**config.mk**
```make
export PLATFORM = sky130hd
export DESIGN_NAME = uart_alu_bridge
export DESIGN_NICKNAME = d
export VERILOG_FILES = /design/src/rtl/uart_alu_bridge.sv
export SDC_FILE = /design/constraint.sdc
export NUM_CORES = 1
export LEC_CHECK = 0
export CAP_MARGIN = 10
export CORE_AREA = 3 3 69 71
export DETAILED_ROUTE_END_ITERATION = 7
export DIE_AREA = 0 0 72 74
export GPL_TIMING_DRIVEN = 1
export PLACE_DENSITY_LB_ADDON = 0.05
export SYNTH_ARGS = -nofsm -noshare
export SYNTH_HDL_FRONTEND = slang
export SYNTH_SLANG_ARGS = --single-unit
```
**constraint.sdc**
```tcl
create_clock -name i_clk -period 1.8 [get_ports i_clk]
set_clock_uncertainty 0.1 [all_clocks]
set_input_delay 0.18 -clock i_clk [delete_from_list [all_inputs] [get_ports i_clk]]
set_output_delay 0.18 -clock i_clk [all_outputs]
set_load 0.1 [all_outputs]
```
**src/rtl/uart_alu_bridge.sv**
```systemverilog
// Frame controller between the UART FIFOs and a combinational ALU: pops A, B, OP
// from the RX FIFO, waits one cycle for the ALU result, then pushes it to the TX FIFO.
module uart_alu_bridge #(
   parameter int NB_DATA = 8,
   parameter int NB_OP   = 6
) (
   input  logic               i_clk,
   input  logic               i_reset,
   input  logic               i_rx_empty,
   input  logic [NB_DATA-1:0] i_rx_data,
   output logic               o_rd_uart,
   input  logic               i_tx_full,
   output logic               o_wr_uart,
   output logic [NB_DATA-1:0] o_tx_data,
   output logic [NB_DATA-1:0] o_alu_a,
   output logic [NB_DATA-1:0] o_alu_b,
   output logic [NB_OP-1:0]   o_alu_op,
   input  logic [NB_DATA-1:0] i_alu_result,
   output logic               o_busy,
   output logic [7:0]         o_frame_count
);

   typedef enum logic [2:0] {GET_A, GET_B, GET_OP, EXEC, SEND} state_t;

   state_t             state_q, state_d;
   logic [NB_DATA-1:0] a_q, a_d;
   logic [NB_DATA-1:0] b_q, b_d;
   logic [NB_OP-1:0]   op_q, op_d;
   logic [NB_DATA-1:0] result_q, result_d;
   logic [7:0]         count_q, count_d;

   always_comb begin
      // NOTE: every output of this block is defaulted first, so no path can infer a latch.
      state_d   = state_q;
      a_d       = a_q;
      b_d       = b_q;
      op_d      = op_q;
      result_d  = result_q;
      count_d   = count_q;
      o_rd_uart = 1'b0;
      o_wr_uart = 1'b0;

      // Strobes are gated by reset so the FIFOs see no pop or push during a reset cycle.
      case (state_q)
         GET_A: begin
            o_rd_uart = i_reset && !i_rx_empty;
            if (o_rd_uart) begin
               a_d     = i_rx_data;
               state_d = GET_B;
            end
         end
         GET_B: begin
            o_rd_uart = i_reset && !i_rx_empty;
            if (o_rd_uart) begin
               b_d     = i_rx_data;
               state_d = GET_OP;
            end
         end
         GET_OP: begin
            o_rd_uart = i_reset && !i_rx_empty;
            if (o_rd_uart) begin
               op_d    = i_rx_data[NB_OP-1:0];
               state_d = EXEC;
            end
         end
         EXEC: begin
            result_d = i_alu_result;
            state_d  = SEND;
         end
         SEND: begin
            o_wr_uart = i_reset && !i_tx_full;
            if (o_wr_uart) begin
               count_d = count_q + 8'd1;
               state_d = GET_A;
            end
         end
         default: state_d = GET_A;
      endcase
   end

   always_ff @(posedge i_clk) begin
      // NOTE: state registers use non-blocking assignments so every flop samples pre-edge values.
      if (!i_reset) begin
         state_q  <= GET_A;
         a_q      <= '0;
         b_q      <= '0;
         op_q     <= '0;
         result_q <= '0;
         count_q  <= '0;
      end else begin
         state_q  <= state_d;
         a_q      <= a_d;
         b_q      <= b_d;
         op_q     <= op_d;
         result_q <= result_d;
         count_q  <= count_d;
      end
   end

   assign o_alu_a       = a_q;
   assign o_alu_b       = b_q;
   assign o_alu_op      = op_q;
   assign o_tx_data     = result_q;
   assign o_frame_count = count_q;
   assign o_busy        = (state_q != GET_A);

endmodule

```
Word level (Yosys, flattened, before mapping)
Cells that the tools add are included.
{"block": "word_totals", "register_bits": 41, "in_bits": 20, "output_inout_bits": 41, "word_cells": 34}
{"block": "classes", "n_addsub": 1, "eq_ne": 8, "mux": 7, "n_reduce_logical": 12}
{"operator": "3-bit one-hot mux with 5 select lines", "n": 1}
{"operator": "3-bit 2-to-1 mux", "n": 4}
{"operator": "8-bit by 1-bit adder with 8-bit output (second input constant)", "n": 1}
{"operator": "2-bit != test (second input constant)", "n": 4}
{"operator": "2-bit AND reduction", "n": 4}
{"operator": "3-bit by 2-bit == test with 1-bit output (second input constant)", "n": 2}
{"operator": "4-bit AND reduction", "n": 1}
{"operator": "3-bit by 1-bit == test with 1-bit output (second input constant)", "n": 1}
{"operator": "3-bit == test (second input constant)", "n": 1}
{"operator": "3-bit logical NOT", "n": 1}
{"operator": "3-bit nonzero test", "n": 1}
{"operator": "3-bit OR reduction", "n": 1}
{"operator": "1-bit logical AND", "n": 2}
{"operator": "1-bit logical NOT", "n": 2}
{"operator": "1-bit 2-to-1 mux", "n": 2}

Logic depth before layout (Yosys ltp)
Gate-level depths: netlist of run 1.
{"block": "depth", "word_depth": 4, "mapped_depth": 5, "ltp_nobuf": 4}

Worst setup path before layout of run 1
OpenSTA, ideal clock, no wires.
{"block": "synth_path", "kind": "in2out", "from": "input port i_reset", "to": "output port o_rd_uart", "t_arrival_ns": 2.768, "required_ns": 1.520, "setup_slack_ns": -1.248, "cell_stages": 3, "path_buffers": 1, "path_cell_list": "clkbuf_1 -> nand2b_1 -> a211oi_1"}
{"block": "synth_via", "elab_chain_cells": 2}
{"element": "from (decl)", "line_no": "8", "text": "input logic i_reset,"}
{"element": "1-bit logical AND", "line_no": "46, 53, 60"}
{"element": "1-bit 2-to-1 mux"}
{"element": "to (decl)", "line_no": "11", "text": "output logic o_rd_uart,"}
No other way between the ends.

Worst setup path in the final report of run 1
{"block": "layout_path", "from": "register state_q[1]", "to": "register count_q[3] (netlist: o_frame_count[3])"}
{"block": "layout_via", "elab_chain_cells": 2}
{"element": "from (decl)", "line_no": "25", "text": "state_t state_q, state_d;"}
{"element": "from (signal assigned)", "line_no": "91", "text": "state_q <= state_d;"}
{"element": "3-bit == test", "line_no": "44", "text": "case (state_q)"}
{"element": "2-bit AND reduction (no source line)"}
{"element": "to (signal assigned)", "line_no": "96", "text": "count_q <= count_d;"}
{"element": "to (decl)", "line_no": "30", "text": "logic [7:0] count_q, count_d;"}
No other way between the ends.
A chain may end at the register's enable or synchronous reset.

==> metrics.txt, run 1 <==
ranking of synthesized cells by area dfxtp_1, mux2i_1, nand2_1; Clock Pin Slew Worst Setup and Hold Paths 0.07 ns; WS Path Type reg -> reg; Die Y-Extent 74 um; Slew headroom 0.640; top post-synthesis cells by count dfxtp_1, mux2i_1, nand2_1; Clk Latency, worst-skew pair 0.28 ns; Mapped Nets 192; crit end category flip-flop; EDFF count, synth 0; Initial DRC Count 45; power density cells 803 mW/mm^2; cell with the most instances after synthesis dfxtp_1; RSZ-0062 raised after global routing yes; Buf/Inv on CP 2; status finished with violations; routed via count 1424; crit-path cells or4b_4 > buf_4 > buf_4 > or3_1 > a21oi_2; CTS Root Cell clkbuf_8; GRT Total Usage 0.152; DR DRC count 0; failing checks negative setup slack; grt ovf 0; register bit count reported by yosys 41; minimum clock period 1.85 ns; slowest stage delay, CP 0.54 ns; Core Util, Final 0.575; period utilization 1.03; Synthesis Warnings 0; Seq/Total Area, Yosys 0.505; R2R depth 5; Lkg Pwr 1.21 nW; final WL 3920 um; Fin. Hold Viols 0; setup TNS -0.132 ns; Die W 72 um; Final Non-Filler Cells 296; top fanout value on the critical path 7; Worst Hold Margin 0.361 ns; ANT cells 0; Peak Freq 540 MHz; dpl cells 287; syn_area_per_cell 9.50 sq um; total power 1.98 mW; maxcap violations 0; IO buf count 60; Worst path slowest cell or4b_4; Rows 24; Bufs on Longest Clock Path 2; most used cell, CP buf_4; Top delay family on crit path simple AND/OR/NAND/NOR gates; arrival time worst endpoint 1.97 ns; predominant post-synthesis flop cell dfxtp_1; WP data required 1.92 ns; area grow syn2layout 51.9%; critical path depth 5; Async SR Flop Fraction 0; Sink Count 41; nets 265; Final Wtd Congestion 0.760; Slew Limit Fails 0; Hold WC Path Type reg -> reg; VDD IR max 0.000441 V; post-synth top area share 0.505; synth unique cells 26; CTS H-tree lvls 2; Worst Hold Depth 2; initial antenna violation count 0; share of cells above drive strength 1 0.316; # IOs 61; Cells after Synth 171; Core Area 0.00429 sq mm; vias in the first global route 1428; slew at the pin closest to its max-slew limit 0.532 ns; DP HPWL 2950 um; cts bufs inserted 5; die area 0.00533 sq mm; Initial Util 0.378; drt pass-1 iters 4; Routed wire per std cell 13.2 um; post-route setup slack -0.0525 ns; CTS tree done; final setup fails 4; first-pass GRT wire length 6330 um; largest net degree at the start of global routing 18; Routed Antenna Nets 0; area leader, netlist dfxtp_1; post-synthesis cell area 0.00162 sq mm; critical path startpoint category flip-flop; Via density 4.81
==> worst reg2reg max path: stages (launching register included) <==
cell and delay [ns]:
dfxtp_1 0.31, or4b_4 0.54, buf_4 0.17, buf_4 0.15, or3_1 0.38, a21oi_2 0.13
==> logic make-up after synthesis <==
group,count (synthesis),synth area share
and+or+nand+nor,61,0.180
AOI/OAI and AO/OA,16,0.0570
DFF,41,0.505
buffers and inverters,20,0.0532
xor gates and xnor gates,1,0.00539
adders and majority gates,1,0.00770
muxes,31,0.191
==> final timing paths <==
path | startpoint | to | slack, ns
worst min register to register | o_alu_a[7] | o_alu_a[7] | 0.36
worst max register to register | state_q[1] | o_frame_count[3] | -0.05
worst max-delay path | state_q[1] | o_frame_count[3] | -0.05
worst min-delay path | o_alu_a[7] | o_alu_a[7] | 0.36
==> power by group <==
part / internal (mW) / total, mW / switching [mW] / leakage (nW)
clock: 0.304 / 0.582 / 0.278 / 0.0443
sequential: 0.937 / 0.954 / 0.0161 / 0.336
combinational: 0.131 / 0.445 / 0.313 / 0.825
total: 1.37 / 1.98 / 0.608 / 1.21
==> placed cells by master, fill, tap and decap left out, types with 2 or more instances in the layout <==
cell,count
or3_1,3
buf_4,49
o21ai_0,2
buf_12,6
a21oi_2,3
nand2_1,26
nand4b_1,2
o31ai_1,3
clkbuf_8,6
inv_1,10
dfxtp_1,34
or4_1,3
dfxtp_2,7
a21oi_1,6
nor2_1,15
mux2i_1,31
clkdlybuf4s50_1,18
nand3_1,4
==> area by class of cell <==
| type | count | area, sq um |
|---|---|---|
| clock buffer | 7 | 86.3 |
| fill | 380 | 1830 |
| inverter | 11 | 41.3 |
| multi-input combinational | 110 | 757 |
| sequential | 41 | 830 |
| tap | 52 | 65.1 |
| timing repair buffer | 75 | 688 |
==> state kept, by name (all words and copies together), names as in the netlist <==
signal	count
o_alu_a	8
o_alu_b	8
o_alu_op	6
o_frame_count	8
o_tx_data	8
state_q	3
==> routing by layer <==
metal / vias up / global-route usage / routed length, um
met5: - / 0 / 0
li1: 722 / - / -
met4: 0 / 0.0501 / 15
met2: 41 / 0.270 / 2070
met3: 2 / 0.0541 / 216
met1: 659 / 0.170 / 1610
==> timing repair <==
action	in CTS	in global routing
hold endpoints to repair	0	0
setup buffers	2	0
pin swaps	3	3
hold buffers	0	0
resized for setup	2	5
endpoints found under the setup margin	1	7
==> through the flow <==
stage	setup WS [ns]	area, sq um
2_1_floorplan	-0.0330	1660
3_3_place_gp	-0.199	2340
3_5_place_dp	-0.237	2340
4_1_cts	-0.0389	2450
5_1_grt	-0.0935	2470
6_report	-0.0525	2470
No activity file was read; power rests on OpenSTA's default activity.
==> run 2, diff against run 1 <==
CELL_PAD_IN_SITES_DETAIL_PLACEMENT = 2   (was not set)
CELL_PAD_IN_SITES_GLOBAL_PLACEMENT = 2   (was not set)
CORE_AREA = 3 3 89 91   (was 3 3 69 71)
DIE_AREA = 0 0 92 94   (was 0 0 72 74)
==> metrics.txt, run 2 (synthesis gave the netlist of run 1 again) <==
R2R depth 4 (-1); CTS tree done; slew at the pin closest to its max-slew limit 0.303 ns (-0.229 ns); post-route setup slack -0.0494 ns (+0.00306 ns); area of the multi-input gates 790 sq um (+4.3%); grt ovf 0 (unchanged); minimum clock period 1.85 ns (-0.00306 ns); GRT Total Usage 0.119 (-0.0328); initial antenna violation count 0 (unchanged); met2 Resource Use GR 0.231 (-0.0393); largest net degree at the start of global routing 23 (+5); Initial DRC Count 16 (-64%); cts bufs inserted 5 (unchanged); Clk Latency, worst-skew pair 0.29 ns (about the same); die area 0.00865 sq mm (+62%); routed via count 1492 (+4.8%); Reg power frac 0.436 (-0.046); Sink Count 41 (unchanged); Comb pwr share 0.205 (-0.019); power density cells 838 mW/mm^2 (+4.4%); Buf/Inv on CP 2 (unchanged); share of cells above drive strength 1 0.363 (+0.0477); Worst path slowest cell or4b_4; arrival time worst endpoint 1.57 ns (-0.40 ns); switching share of power 0.306 (-0.00125); Via density 4.34 (-9.8%); status finished with violations; maxcap violations 0 (unchanged); nets 265 (unchanged); Final Non-Filler Cells 344 (+16%); Peak Freq 541 MHz (+0.17%); Lkg Pwr 1.23 nW (+2.1%); vias in the first global route 1619 (+13%); commonest cells after routing, fill and taps aside buf_4, dfxtp_1, mux2i_1; Top delay family on crit path simple AND/OR/NAND/NOR gates; DR DRC count 0 (unchanged); Clock Pin Slew Worst Setup and Hold Paths 0.08 ns (about the same); slowest stage delay, CP 0.54 ns (about the same); part of the power in the clock network 0.358 (+0.064); WP data required 1.52 ns (-0.40 ns); area grow syn2layout 60.9%; Hold WC Path Type in -> reg; met3 global-route usage 0.0369 (-0.0172); CTS H-tree lvls 2 (unchanged); dpl cells 333 (+16%); critical path depth 4 (-1); Slew headroom 0.796 (+0.156); crit-path cells or4b_4 > buf_6 > nor2_4 > buf_12; Bufs on Longest Clock Path 2 (unchanged); Slew Limit Fails 0 (unchanged); Fillers 788 (+110%); IO buf count 60 (unchanged); Initial Util 0.225 (-0.153); Die W 92 um (+28%); Final Wtd Congestion 0.754 (-0.84%); Int Pwr 1.52 mW (+11%); final WL 4990 um (+27%); WS Path Type reg -> out; Routed Antenna Nets 0 (unchanged); top fanout value on the critical path 2 (-5); sw power 669 uW (+10%); critical path startpoint category flip-flop; Placement Setup Slack -0.244 ns (-0.00706 ns); most common cell after layout, fill and taps aside buf_4; CTS Root Cell clkbuf_8; period utilization 1.03 (-0.00170); Routed wire per std cell 14.5 um (+9.5%); ANT cells 0 (unchanged); cts hold-fix bufs 0 (unchanged); GRT busiest layer met2; Fin. Hold Viols 0 (unchanged); failing checks negative setup slack; VDD IR max 0.000253 V (-43%); drt pass-1 iters 4 (unchanged); Rows 31 (+29%); Core Area 0.00721 sq mm (+68%); GR Util met1 0.118 (-0.0522); # IOs 61 (unchanged); DP HPWL 3720 um (+26%); Worst Hold Depth 3 (+1); first-pass GRT wire length 8050 um (+27%); register area 832 sq um (+0.30%); Die Y-Extent 94 um (+27%); RSZ-0062 raised after global routing yes; final setup fails 4 (unchanged); crit end category output port
==> run 2: worst reg2reg max path, cell delays in order (launching register included) <==
cell	delay, ns
dfxtp_2	0.33
or4b_4	0.54
buf_6	0.15
or4_4	0.51
a21oi_2	0.14
==> run 2: final timing paths <==
| check | slack, ns | end | from |
|---|---|---|---|
| hold / removal | 0.36 | o_alu_a[7] | i_rx_data[7] |
| hold reg to reg | 0.37 | o_alu_op[0] | o_alu_op[0] |
| setup / recovery | -0.05 | o_wr_uart | state_q[0] |
| setup reg to reg | -0.03 | o_frame_count[7] | state_q[0] |
==> run 2: stage by stage <==
stage	TNS, ns	hold slack [ns]	area (sq um)	total power, mW	utilization
6_report	-0.113	0.361	2610	2.19	0.362
5_1_grt	-0.306	0.368	2610	2.29	0.362
4_1_cts	-0.313	0.351	2550	2.23	0.353
3_5_place_dp	-1.44	0.360	2410	1.43	0.334
3_3_place_gp	-1.23	0.348	2410	1.42	0.334
2_1_floorplan	-0.0330	0.219	1660	1.28	-
==> run 2: power by group through the flow <==
stage | clock, mW | sequential [mW] | combinational, mW
global placement | 0 | 0.974 | 0.444
detailed placement | 0 | 0.976 | 0.452
floorplan | 0 | 1.17 | 0.116
finish | 0.784 | 0.955 | 0.450
global route | 0.859 | 0.960 | 0.470
CTS | 0.819 | 0.956 | 0.454
==> run 2: final cells by class <==
class                   instances  share of cell area
flip-flops and latches         41               0.318
multi-input cells             110               0.302
repair buffers                 75               0.270
well taps                      99              0.0474
clock buffers                   6              0.0316
inverters                      11              0.0158
clock inverters                 2              0.0144
==> run 2: routing by layer <==
layer  wire length [um]  part of all wire  up-vias
met2               2710              0.54       41
met3                288             0.058        8
met1               1910              0.38      720
li1                   -                 -      723
met5                  0                 0        -
met4                 75             0.015        0
==> run 2: what timing repair did <==
item                       CTS  global route
buffers inserted             2             1
hold endpoints to repair     0             0
resized for setup            2            15
pin swaps                    4             9
setup endpoints to repair    1             6
